===== config.mk =====
export PLATFORM = sky130hd
export DESIGN_NAME = audio_stream_bridge
export DESIGN_NICKNAME = d
export VERILOG_FILES = /design/src/rtl/audio_pkg.sv /design/src/rtl/sample_fifo.sv /design/src/rtl/audio_stream_bridge.sv
export SDC_FILE = /design/constraint.sdc
export NUM_CORES = 1
export LEC_CHECK = 0
export CAP_MARGIN = 10
export CORE_ASPECT_RATIO = 1.1
export CORE_MARGIN = 2
export CORE_UTILIZATION = 56
export CTS_BUF_LIST = sky130_fd_sc_hd__clkbuf_16
export CTS_CLUSTER_DIAMETER = 100
export DETAILED_ROUTE_END_ITERATION = 16
export GPL_TIMING_DRIVEN = 1
export HOLD_SLACK_MARGIN = 0.1
export PLACE_DENSITY_LB_ADDON = 0.25
export SYNTH_ARGS = -nofsm -noshare
export SYNTH_HDL_FRONTEND = slang
export SYNTH_SLANG_ARGS = --single-unit

===== constraint.sdc =====
create_clock -name lmmi_clk_i -period 4.5 [get_ports lmmi_clk_i]
set_input_delay 1.125 -clock lmmi_clk_i [delete_from_list [all_inputs] [get_ports lmmi_clk_i]]
set_output_delay 1.125 -clock lmmi_clk_i [all_outputs]
set_load 0.01 [all_outputs]

===== src/rtl/audio_pkg.sv =====
// Shared types and helpers for the audio sample bridge.
// Default widths match a 24-bit stereo I2S path.
package audio_pkg;

  localparam int CODEC_W  = 32;
  localparam int SAMPLE_W = 24;

  function automatic int chan_w(input int n);
    return (n > 1) ? $clog2(n) : 1;
  endfunction

  typedef logic signed [SAMPLE_W-1:0] sample_t;
  typedef logic [chan_w(2)-1:0] chan_t;

  typedef struct packed {
    chan_t   ch;
    sample_t d;
  } entry_t;

endpackage


===== src/rtl/sample_fifo.sv =====
// Synchronous FIFO with flush; extra pointer MSB separates full from empty.
// Read data is the head entry, valid whenever empty is low.
module sample_fifo import audio_pkg::*; #(
  parameter int WIDTH = 25,
  parameter int DEPTH = 4
) (
  input  logic                     clk,
  input  logic                     rst_n,
  input  logic                     flush,
  input  logic                     push,
  input  logic                     pop,
  input  logic [WIDTH-1:0]         din,
  output logic [WIDTH-1:0]         dout,
  output logic                     full,
  output logic                     empty,
  output logic [$clog2(DEPTH):0]   count
);

  localparam int AW = $clog2(DEPTH);

  logic [WIDTH-1:0] mem [DEPTH];
  logic [AW:0]      wptr;
  logic [AW:0]      rptr;
  logic             do_push;
  logic             do_pop;

  assign empty   = (wptr == rptr);
  assign full    = (wptr[AW] != rptr[AW]) &&
                   (wptr[AW-1:0] == rptr[AW-1:0]);
  assign count   = wptr - rptr;
  assign do_pop  = pop && !empty;
  assign do_push = push && (!full || do_pop);
  assign dout    = mem[rptr[AW-1:0]];

  always_ff @(posedge clk or negedge rst_n) begin
    if (!rst_n) begin
      wptr <= '0;
      rptr <= '0;
    end else if (flush) begin
      wptr <= '0;
      rptr <= '0;
    end else begin
      if (do_push) wptr <= wptr + 1'b1;
      if (do_pop)  rptr <= rptr + 1'b1;
    end
  end

  always_ff @(posedge clk) begin
    if (do_push && !flush) mem[wptr[AW-1:0]] <= din;
  end

endmodule


===== src/rtl/audio_stream_bridge.sv =====
// I2S sample bridge: channel-tagged RX buffering toward the core,
// TX buffering toward the DAC with attenuation, bypass and fault flags.
module audio_stream_bridge import audio_pkg::*; #(
  parameter int CODEC_WIDTH  = CODEC_W,
  parameter int SAMPLE_WIDTH = SAMPLE_W,
  parameter int SAMPLE_LSB   = 0,
  parameter int NUM_CH       = 2,
  parameter int FIFO_DEPTH   = 4
) (
  input  logic                        lmmi_clk_i,
  input  logic                        reset_n_i,
  input  logic                        enable_i,
  input  logic                        bypass_i,
  input  logic [3:0]                  conf_shift_i,
  input  logic                        clr_status_i,
  input  logic                        ws_i,
  input  logic [CODEC_WIDTH-1:0]      adc_data_i,
  input  logic                        adc_valid_i,
  output logic [SAMPLE_WIDTH-1:0]     m_data_o,
  output logic [chan_w(NUM_CH)-1:0]   m_ch_o,
  output logic                        m_valid_o,
  input  logic                        m_ready_i,
  input  logic [SAMPLE_WIDTH-1:0]     s_data_i,
  input  logic [chan_w(NUM_CH)-1:0]   s_ch_i,
  input  logic                        s_valid_i,
  output logic                        s_ready_o,
  input  logic                        dac_request_i,
  output logic [CODEC_WIDTH-1:0]      dac_data_o,
  output logic                        rx_ovf_o,
  output logic                        tx_udf_o,
  output logic                        tx_misalign_o
);

  localparam int CW = chan_w(NUM_CH);
  localparam int EW = CW + SAMPLE_WIDTH;
  localparam int AW = $clog2(FIFO_DEPTH);
  localparam logic [CW-1:0] LAST_CH  = CW'(NUM_CH - 1);
  localparam logic [AW:0]   FULL_CNT = (AW+1)'(FIFO_DEPTH);

  function automatic logic [CW-1:0] ch_next(input logic [CW-1:0] c);
    return (c == LAST_CH) ? '0 : c + 1'b1;
  endfunction

  logic [2:0]    ws_sr;
  logic          ws_fall;
  logic          sync_q;
  logic          run_q;
  logic [CW-1:0] rx_cnt;
  logic [CW-1:0] tx_cnt;
  logic [CW-1:0] rx_tag;

  logic [EW-1:0] rx_din, rx_dout, tx_din, tx_dout;
  logic          rx_push, rx_pop, rx_full, rx_empty;
  logic          tx_push, tx_pop, tx_full, tx_empty;
  logic [AW:0]   rx_count, tx_count;
  logic          move, serve;

  logic [CW-1:0]                  tx_ch;
  logic signed [SAMPLE_WIDTH-1:0] tx_smp;
  logic signed [SAMPLE_WIDTH-1:0] tx_shf;
  logic [CODEC_WIDTH-1:0]         slot;
  logic ovf_evt, udf_evt, mis_evt;
  logic unused_bits;

  assign unused_bits = ^adc_data_i;

  assign ws_fall = ws_sr[2] & ~ws_sr[1];
  assign rx_tag  = sync_q ? '0 : rx_cnt;
  assign rx_push = adc_valid_i & enable_i;
  assign rx_din  = {rx_tag, adc_data_i[SAMPLE_LSB +: SAMPLE_WIDTH]};

  // Bypass moves one entry per cycle straight from RX to TX.
  assign move = enable_i & bypass_i &
                (rx_count != '0) & (tx_count != FULL_CNT);

  assign m_valid_o = enable_i & ~bypass_i & ~rx_empty;
  assign m_data_o  = rx_dout[SAMPLE_WIDTH-1:0];
  assign m_ch_o    = rx_dout[EW-1 -: CW];
  assign rx_pop    = move | (m_valid_o & m_ready_i);
  assign ovf_evt   = rx_push & rx_full & ~rx_pop;

  assign s_ready_o = run_q & enable_i & ~bypass_i & ~tx_full;
  assign tx_push   = move | (s_valid_i & s_ready_o);
  assign tx_din    = bypass_i ? rx_dout : {s_ch_i, s_data_i};

  assign serve   = dac_request_i & enable_i;
  assign tx_pop  = serve;
  assign tx_ch   = tx_dout[EW-1 -: CW];
  assign tx_smp  = tx_dout[SAMPLE_WIDTH-1:0];
  assign tx_shf  = tx_smp >>> conf_shift_i;
  assign udf_evt = serve & tx_empty;
  assign mis_evt = serve & ~tx_empty & (tx_ch != tx_cnt);

  always_comb begin
    slot = '0;
    slot[SAMPLE_LSB +: SAMPLE_WIDTH] = tx_shf;
  end

  sample_fifo #(.WIDTH(EW), .DEPTH(FIFO_DEPTH)) u_rx_fifo (
    .clk   (lmmi_clk_i),
    .rst_n (reset_n_i),
    .flush (~enable_i),
    .push  (rx_push),
    .pop   (rx_pop),
    .din   (rx_din),
    .dout  (rx_dout),
    .full  (rx_full),
    .empty (rx_empty),
    .count (rx_count)
  );

  sample_fifo #(.WIDTH(EW), .DEPTH(FIFO_DEPTH)) u_tx_fifo (
    .clk   (lmmi_clk_i),
    .rst_n (reset_n_i),
    .flush (~enable_i),
    .push  (tx_push),
    .pop   (tx_pop),
    .din   (tx_din),
    .dout  (tx_dout),
    .full  (tx_full),
    .empty (tx_empty),
    .count (tx_count)
  );

  always_ff @(posedge lmmi_clk_i or negedge reset_n_i) begin
    if (!reset_n_i) begin
      ws_sr  <= '0;
      sync_q <= 1'b0;
      run_q  <= 1'b0;
    end else begin
      ws_sr  <= {ws_sr[1:0], ws_i};
      sync_q <= ws_fall | (sync_q & ~rx_push);
      run_q  <= 1'b1;
    end
  end

  always_ff @(posedge lmmi_clk_i or negedge reset_n_i) begin
    if (!reset_n_i) begin
      rx_cnt <= '0;
      tx_cnt <= '0;
    end else if (!enable_i) begin
      rx_cnt <= '0;
      tx_cnt <= '0;
    end else begin
      if (adc_valid_i) rx_cnt <= ch_next(rx_tag);
      if (serve) tx_cnt <= tx_empty ? ch_next(tx_cnt) : ch_next(tx_ch);
    end
  end

  // A new fault in the clearing cycle keeps its flag set.
  always_ff @(posedge lmmi_clk_i or negedge reset_n_i) begin
    if (!reset_n_i) begin
      dac_data_o    <= '0;
      rx_ovf_o      <= 1'b0;
      tx_udf_o      <= 1'b0;
      tx_misalign_o <= 1'b0;
    end else begin
      if (dac_request_i)
        dac_data_o <= (serve & ~tx_empty) ? slot : '0;
      rx_ovf_o      <= ovf_evt | (rx_ovf_o & ~clr_status_i);
      tx_udf_o      <= udf_evt | (tx_udf_o & ~clr_status_i);
      tx_misalign_o <= mis_evt | (tx_misalign_o & ~clr_status_i);
    end
  end

endmodule


Yosys cells after proc, flatten, opt, wreduce, memory -nomap -nowiden:

Memories as Yosys holds them, arrays and structs flattened.
Index checks and enable logic that the tools add are counted.
W data, S select, Z words.

* register bits after elaboration: 54
* RAM bits: 200
* bits of input ports: 71
* output and inout port bits: 62
* word-level logic and storage cells: 113
* memories kept: 2

* add/sub/neg operators: 9
* equal/unequal tests: 14
* shifts and indexed selects: 1
* mux-type cells: 23
* bitwise operators: 36
* reductions and logical operators: 15

Memory list
* u_rx_fifo.mem: depth 4, bits a word 25, read ports 1, clocked after memory_dff 0, write ports 1, RTL line sample_fifo.sv:21 `logic [WIDTH-1:0] mem [DEPTH];`
* u_tx_fifo.mem: depth 4, bits a word 25, read ports 1, clocked after memory_dff 0, write ports 1, RTL line sample_fifo.sv:21

Operators by type and width (count)
* $mux W25: 1
* $mux W24: 1
* $mux W3: 8
* $sshr A24 B4 Y24: 1
* $and A1 B1 Y1: 22
* $mux W1: 13
* $add A3 B1 Y3 const B: 4
* $ne A2 B1 Y1 const B: 6
* $logic_and A1 B1 Y1: 8
* $not A1 Y1: 8
* $eq A3 B3 Y1: 2
* $or A1 B1 Y1: 6
* $sub A3 B3 Y3: 2
* $eq A2 B2 Y1: 2
* $logic_not A1 Y1: 4
* $add A1 B1 Y1 const B: 3
* $ne A1 B1 Y1: 3
* $ne A3 B3 Y1 const B: 1
* $reduce_bool A3 Y1: 1
* $logic_or A1 B1 Y1: 2

Depth between registers and ports, before layout:

Gate-level depths: netlist (run 1).

* depth after elaboration: 11
* gate-level depth with buffers: 9
* depth with buffers taken out: 8

By module:

A second synthesis (run 1) with hierarchy kept.

* cell total of the unflattened synthesis: 622
* area, all modules: 10938.0 um2

By module, submodules not included
* sample_fifo at u_tx_fifo: times used 1, cells each 184, area each 4105.2 um2, sequential area each 3153.0 um2
* sample_fifo at u_rx_fifo: times used 1, cells each 184, area each 4103.9 um2, sequential area each 3153.0 um2
* audio_stream_bridge: times used 1, cells each 254, area each 2728.9 um2, sequential area each 850.8 um2

Worst setup path before layout (run 1):

No wires, ideal clock.

* kind: input to register
* start point: in bypass_i
* end point: mem u_tx_fifo.mem[3][0] (enable)
* setup time: 0.413 ns
* arrival time: 3.178 ns
* required time: 4.087 ns
* path slack: 0.909 ns
* stages on the path: 5
* buffers on the path: 1
* cell sequence: clkbuf_1 and2_1 o221ai_1 a2bb2oi_2 nor2b_1

* cells in the longest elaborated chain, start to end: 9
* elaborated cells on any way between the ends: 12
* those cells by class: mux (2); bitwise (8); reduce/logical (2)

RTL lines
* from (decl): RTL line audio_stream_bridge.sv:13 `input logic bypass_i,`
* $not A1 Y1: RTL line audio_stream_bridge.sv:82 `assign s_ready_o = run_q & enable_i & ~bypass_i & ~tx_full;`
* $and A1 B1 Y1 (2 in a row): RTL line audio_stream_bridge.sv:82
* $and A1 B1 Y1: RTL line audio_stream_bridge.sv:83 `assign tx_push = move | (s_valid_i & s_ready_o);`
* $or A1 B1 Y1 *: RTL line audio_stream_bridge.sv:83
* $logic_and A1 B1 Y1 *: RTL line sample_fifo.sv:32 `assign do_push = push && (!full || do_pop);`
* $logic_and A1 B1 Y1 *: RTL line sample_fifo.sv:49 `if (do_push && !flush) mem[wptr[AW-1:0]] <= din;`
* $mux W1 *: RTL line sample_fifo.sv:49
* $mux W1 (implied by the code) *: RTL line sample_fifo.sv:49
* to (decl): RTL line sample_fifo.sv:21

Every way passes the cells marked *; elsewhere a longest branch is shown, timed or not.

Final worst setup path (run 1):

* start point: in enable_i
* end point: out s_ready_o

* cells in the longest elaborated chain, start to end: 3

RTL lines
* from (decl): RTL line audio_stream_bridge.sv:12 `input logic enable_i,`
* $and A1 B1 Y1 (3 in a row): RTL line audio_stream_bridge.sv:82
* to (decl): RTL line audio_stream_bridge.sv:26 `output logic s_ready_o,`

No other way between the ends.

==> key figures, run 1 <==
Floorplan
  • Die area: between 20000 and 25000 um2
  • FP Rows: 54
  • Die Height: 153 um
  • I/O pin cnt: between 100 and 150
  • Initial Utilization: a little under three fifths
  • Die X: about 140 um
  • Placeable Area: 19700 um2

Worst setup path
  • Internal reg-to-reg setup slack: ~1.6 ns
  • Worst flop-to-flop path startpoint: u_rx_fifo.rptr[0]
  • Crit path required time: 3.38 ns
  • CP endpoint: s_ready_o
  • Reg2reg end: u_rx_fifo.mem[0][11]
  • Crit. End Element: output port
  • Crit path launch type: input pin
  • Critical-path maximum fanout: 3
  • Critical path arrival: around 2.6 ns
  • Kind of critical path: in -> out
  • Critical path launch point: enable_i
  • R2R depth: 7

GRT
  • Met3 Track Usage GR: under 10%
  • Met1 Use GR: 29.2%
  • Initial antenna violation count: 0
  • GRT overflow: 0
  • GR Util met2: between 30 and 40%
  • GRT busiest layer: met2
  • Vias in the first global route: roughly 6600
  • GRT Total Usage: a little over a fifth
  • Largest net degree at the start of global routing: 51
  • First-pass GRT wire length: 35400 um

Power and ir drop
  • Peak supply drop: 422 uV
  • Power Dens Cells: 514 nW/um2
  • Leak pwr: around 4.7 nW

Cells and area
  • Area Overhead vs Synth: 19.2%
  • Fin nets: approximately 900
  • Final Util: between 60 and 70%
  • Commonest non-fill, non-tap cells in the layout: 200 x edfxtp_1, 114 x clkdlybuf4s50_1, 65 x mux4_2, 54 x nand2_1, 44 x dfrtp_1
  • Diode count: 0
  • Most common cell after layout, fill and taps aside: edfxtp_1
  • Layout cells sized above 1: about a fifth

Drt
  • Drt wl/cell: 20.8 um
  • Vias: between 6000 and 7000
  • Vias per cell: 6.00
  • Antenna Nets Post-Route: 0
  • Post-route DRC: 0
  • Routed wire length: approximately 22000 um
  • Drt first pass iters: 5
  • DR iter-0 viols: around 410

Synthesis
  • Netlist cell types: 53
  • Gate Count Post-Synth: 677
  • Syn Std Cell Area: 11200 um2
  • Sequential-to-total area share from yosys stat: 63.7%
  • Most used flip-flop cell after synthesis: edfxtp_1
  • EDFF count, synth: 200
  • Ys async rst share: a little under a fifth
  • Yosys reg bits: 246
  • Mapped Avg Cell Area: 16.6 um2
  • Yosys warns: 0

Timing
  • Final hold viol count: 0
  • RSZ-0062 raised after global routing: no
  • Measured slew at the worst slew-check pin: around 1.0 ns
  • Setup TNS: 0 ns
  • Fin crit period: between 3 and 4 ns
  • Setup violations, final: 0
  • Fin Clk Skew: approximately 0.012 ns
  • Slew headroom: approximately 30%
  • Peak Freq: 0.267 GHz
  • Final-report max-slew violation count: 0
  • Period utilization: 83.2%
  • WHS: 0.354 ns

Outcome
  • Outcome: finished, final reports clean

Clocking
  • Worst-skew pair later-pin latency: between 0.5 and 0.6 ns
  • H-Tree Depth: 1
  • Post-cts resize count: 0
  • Clk slew on worst S/H paths: roughly 0.06 ns
  • CTS Sinks: 246
  • CTS root buffer: clkbuf_16
  • Postcts setup bufs: 0
  • Num CTS Buffers: 24
  • CTS tree: done
  • Hold-fix buffers, CTS: 0
  • Clock tree buffer depth: 3

Worst hold path
  • HP Class: reg -> reg

Placed design
  • Gpl congestion: roughly 0.9
  • IO buf count: 116
  • DP HPWL: between 15000 and 20000 um

Flow run
  • Max Cap Viol: 0
-- cells in the mapped netlist, types with 4 or more instances --
| cell type | instances | area share, % |
|---|---|---|
| a21oi_1 | 9 | 0.40 |
| inv_1 | 18 | 0.60 |
| o21ai_0 | 16 | 0.71 |
| dfrtp_1 | 46 | 10 |
| a221o_1 | 10 | 0.89 |
| buf_2 | 6 | 0.27 |
| buf_1 | 7 | 0.23 |
| o221ai_1 | 7 | 0.55 |
| a22oi_1 | 5 | 0.33 |
| nand3_1 | 6 | 0.27 |
| edfxtp_1 | 200 | 53 |
| and2_1 | 10 | 0.56 |
| mux4_2 | 65 | 13 |
| nor2b_1 | 10 | 0.56 |
| nand2b_1 | 4 | 0.22 |
| ha_1 | 14 | 1.6 |
| nand2_1 | 54 | 1.8 |
| nor2_1 | 17 | 0.57 |
| o22ai_1 | 11 | 0.61 |
| buf_4 | 9 | 0.60 |
| mux2i_1 | 35 | 3.1 |
| xnor2_1 | 8 | 0.62 |
| mux2_2 | 41 | 4.1 |
| o2bb2ai_1 | 7 | 0.55 |
| clkbuf_1 | 15 | 0.50 |
-- per-stage QoR --
| stage | cell area (um2) | power (mW) | cells | setup WS (ns) |
|---|---|---|---|---|
| 2_1_floorplan | 11300 | 4.26 | 684 | 0.909 |
| 3_3_place_gp | 12600 | 5.00 | 1030 | 0.782 |
| 3_5_place_dp | 12600 | 5.05 | 1030 | 0.781 |
| 4_1_cts | 13400 | 6.95 | 1070 | 0.764 |
| 5_1_grt | 13400 | 7.21 | 1070 | 0.714 |
| 6_report | 13400 | 6.89 | 1070 | 0.757 |
-- sequential cells by signal, summed over array words and instances (netlist names) --
register / flops
dac_data_o: 24
run_q: 1
rx_cnt: 1
rx_ovf_o: 1
sync_q: 1
tx_cnt: 1
tx_misalign_o: 1
tx_udf_o: 1
u_rx_fifo.mem: 100
u_rx_fifo.rptr: 3
u_rx_fifo.wptr: 3
u_tx_fifo.mem: 100
u_tx_fifo.rptr: 3
u_tx_fifo.wptr: 3
ws_sr: 3
-- report_power, final --
| part | total, mW | internal [mW] | leakage (nW) | switching [mW] |
|---|---|---|---|---|
| logic | 2.08 | 1.06 | 1.91 | 1.01 |
| clock network | 1.88 | 1.11 | 0.387 | 0.775 |
| registers | 2.93 | 2.79 | 2.43 | 0.135 |
| total | 6.89 | 4.96 | 4.73 | 1.92 |
-- cells by family (layout without fill, tap and decap cells) --
kind of cell,Yosys count,in the layout,synth area share [%]
AOI/OAI and AO/OA,88,88,5.79
xor gates and xnor gates,9,9,0.702
adders and majority gates,15,15,1.74
buffers and inverters,62,196,2.84
DFF,246,246,63.7
muxes,145,145,20.7
other,2,9,0.0669
and+or+nand+nor,110,110,4.46
-- how the worst min path moves through the flow --
stage / startpoint / endpoint / slack (ns) / cells after the start
final: ws_sr[0] / ws_sr[1] / 0.35 / 0
after global routing: ws_sr[0] / ws_sr[1] / 0.37 / 0
after detailed placement: ws_sr[0] / ws_sr[1] / 0.35 / 0
after floorplan: ws_sr[0] / ws_sr[1] / 0.33 / 0
after global placement: ws_sr[0] / ws_sr[1] / 0.34 / 0
after CTS: ws_sr[0] / ws_sr[1] / 0.36 / 0
-- layer usage --
| metal | up-vias | routed length (um) |
|---|---|---|
| met5 | - | 0 |
| met4 | 0 | 371 |
| met3 | 32 | 1320 |
| met2 | 240 | 11300 |
| met1 | 3234 | 9240 |
| li1 | 2915 | - |
-- critical path, cell delays in order --
cell and delay, ns:
clkdlybuf4s50_1 0.47, nor2b_1 0.23, and3_1 0.24, clkdlybuf4s50_1 0.55
-- area by class of cell --
class	count	area, um2
flip-flops and latches	246	7160
fillers	1316	6340
multi-input cells	376	3790
repair buffers	136	1300
clock buffers	25	626
well taps	252	315
clock inverters	15	121
inverters	20	75.1
No activity file was read; power rests on OpenSTA's default activity.
==> inputs of run 2 (changes only) <==
- clock period: 4.5 -> 3.6 ns (I/O delays scaled with it)
==> key figures, run 2 (synthesized netlist as in run 1, its figures left out) <==
Outcome
  • Outcome: finished, final reports clean (unchanged)

Timing
  • Setup violations, final: 0 (unchanged)
  • Final hold viol count: 0 (unchanged)
  • WHS: 0.345 ns (was 0.354 ns)
  • Fin crit period: 3.40 ns
  • Peak Freq: approximately 0.3 GHz
  • Final-report max-slew violation count: 0 (unchanged)
  • Slew headroom: 48.2% (was 30.0%)
  • Setup TNS: 0 ns (unchanged)
  • Fin Clk Skew: 0.0207 ns (was 0.0124 ns)
  • Period utilization: 94.6%
  • RSZ-0062 raised after global routing: no (unchanged)
  • Measured slew at the worst slew-check pin: 0.778 ns (was 1.05 ns)

GRT
  • First-pass GRT wire length: 37300 um (was 35400 um)
  • Largest net degree at the start of global routing: 51 (unchanged)
  • GRT overflow: 0 (unchanged)
  • Vias in the first global route: 6842 (was 6606)
  • Initial antenna violation count: 0 (unchanged)
  • GRT Total Usage: 22.2% (was 21.1%)

Cells and area
  • Commonest non-fill, non-tap cells in the layout: 200 x edfxtp_1, 114 x clkdlybuf4s50_1, 65 x mux4_2, 54 x nand2_1, 44 x dfrtp_1 (unchanged)
  • Diode count: 0 (unchanged)
  • Fin nets: 897 (was 890)
  • Area Overhead vs Synth: 21.6% (was 19.2%)
  • Most common cell after layout, fill and taps aside: edfxtp_1 (unchanged)
  • Cell area after layout: 13700 um2 (was 13400 um2)
  • Layout cells sized above 1: 22.2% (was 21.3%)
  • Multi-input gate area: 3790 um2 (unchanged)
  • Register Area: 7160 um2 (about the same)
  • Filler cell count: 1265 (was 1316)

Power and ir drop
  • Peak supply drop: 499 uV (was 422 uV)
  • Clock power frac: 29.3% (was 27.4%)
  • Power Dens Cells: 657 nW/um2 (was 514 nW/um2)
  • Switching part of the total: 28.3% (was 27.9%)
  • Flop pwr share: 41.3% (was 42.5%)
  • Internal power: 6.43 mW (was 4.96 mW)
  • Combinational share of power: 29.5% (was 30.1%)
  • Switching pwr: 2.54 mW (was 1.92 mW)
  • Leak pwr: 4.82 nW (was 4.73 nW)

Worst setup path
  • Crit path launch type: register (was input pin)
  • Kind of critical path: reg -> out (was in -> out)
  • Crit. End Element: output port (unchanged)
  • Crit path required time: 2.70 ns (was 3.38 ns)
  • Critical path arrival: 2.50 ns (was 2.62 ns)
  • Critical-path maximum fanout: 16 (was 3)

Floorplan
  • Die area: 21200 um2 (unchanged)
  • Die X: 139 um (unchanged)
  • I/O pin cnt: 133 (unchanged)
  • FP Rows: 54 (unchanged)
  • Die Height: 153 um (unchanged)
  • Placeable Area: 19700 um2 (unchanged)
  • Initial Utilization: 56.9% (unchanged)

Placed design
  • Gpl congestion: 0.905 (was 0.891)
  • IO buf count: 116 (unchanged)
  • Area of placed instances: 12800 um2 (was 12600 um2)
  • DP HPWL: 16100 um (was 15400 um)

Drt
  • Vias per cell: 6.06 (was 6.00)
  • Antenna Nets Post-Route: 0 (unchanged)
  • DR iter-0 viols: 484 (was 409)
  • Post-route DRC: 0 (unchanged)
  • Drt first pass iters: 5 (unchanged)
  • Drt wl/cell: 21.6 um (was 20.8 um)
  • Vias: 6554 (was 6421)
  • Routed wire length: 23300 um (was 22200 um)

Clocking
  • CTS root buffer: clkbuf_16 (unchanged)
  • Clk slew on worst S/H paths: 0.06 ns (about the same)
  • Clock tree buffer depth: 3 (unchanged)
  • CTS tree: done (unchanged)
  • CTS Sinks: 246 (unchanged)
  • Num CTS Buffers: 26 (was 24)
  • H-Tree Depth: 1 (unchanged)
  • Postcts setup bufs: 0 (unchanged)
  • Worst-skew pair later-pin latency: 0.53 ns (was 0.51 ns)

Worst hold path
  • HP Class: reg -> reg (unchanged)

Flow run
  • Max Cap Viol: 0 (unchanged)
## run 2: changes by cell type in the layout (fill, tap and decap cells not counted), sizes merged
cell	previous run	this run
buf	22	27
bufinv	2	3
clkbuf	25	27
clkinv	7	11
clkinvlp	1	2
inv	25	23
## run 2: final timing paths
path                                             end  cells after the start  slack, ns               from
worst max-delay path                    m_data_o[17]                      3       0.20  u_rx_fifo.rptr[0]
worst min-delay path                        ws_sr[1]                      0       0.34           ws_sr[0]
worst max register to register  u_rx_fifo.mem[1][12]                      7       0.64  u_rx_fifo.rptr[0]
worst min register to register              ws_sr[1]                      0       0.34           ws_sr[0]
max in group asynchronous              dac_data_o[9]                      2       2.48          reset_n_i
min in group asynchronous             dac_data_o[16]                      1       0.44          reset_n_i
## run 2: worst max-delay path, stage by stage, from the launching register on
cell and delay (ns):
dfrtp_4 0.63, buf_4 0.28, mux4_2 0.55, clkdlybuf4s50_1 0.50
## run 2: layout make-up
cell class | count | share of cell area [%]
multi-input combinational | 376 | 27.8
clock inverter | 19 | 1.27
tap | 252 | 2.31
sequential | 246 | 52.4
clock buffer | 27 | 4.95
timing repair buffer | 141 | 10.7
inverter | 20 | 0.550
## run 2: layer usage
layer	track usage (%)	vias up	part of all wire [%]
met3	3.46	34	5.6
met4	6.54	0	2.0
met1	30.7	3343	42
met2	37.1	246	51
li1	-	2931	-
met5	0	-	0
## run 2: through the flow
step | util [%] | instances | setup slack [ns] | power [mW]
6_report | 69.2 | 1081 | 0.195 | 8.97
3_5_place_dp | 64.9 | 1035 | 0.262 | 6.39
5_1_grt | 69.2 | 1081 | 0.0781 | 9.39
4_1_cts | 69.2 | 1081 | 0.0129 | 9.05
3_3_place_gp | 64.9 | 1035 | 0.327 | 6.31
2_1_floorplan | - | 684 | 0.144 | 5.33
## run 2: power groups by stage
| stage | registers, mW | logic (mW) | clock network (mW) |
|---|---|---|---|
| after global placement | 3.73 | 2.58 | 0 |
| after floorplan | 3.72 | 1.61 | 0 |
| after detailed placement | 3.75 | 2.63 | 0 |
| final | 3.70 | 2.64 | 2.63 |
| after CTS | 3.70 | 2.66 | 2.69 |
| after global routing | 3.74 | 2.86 | 2.79 |
## run 2: repair_timing
item | 4_1_cts | 5_1_grt
hold buffers | 0 | 0
resized for setup | 0 | 1
endpoints found under the setup margin | 0 | 11
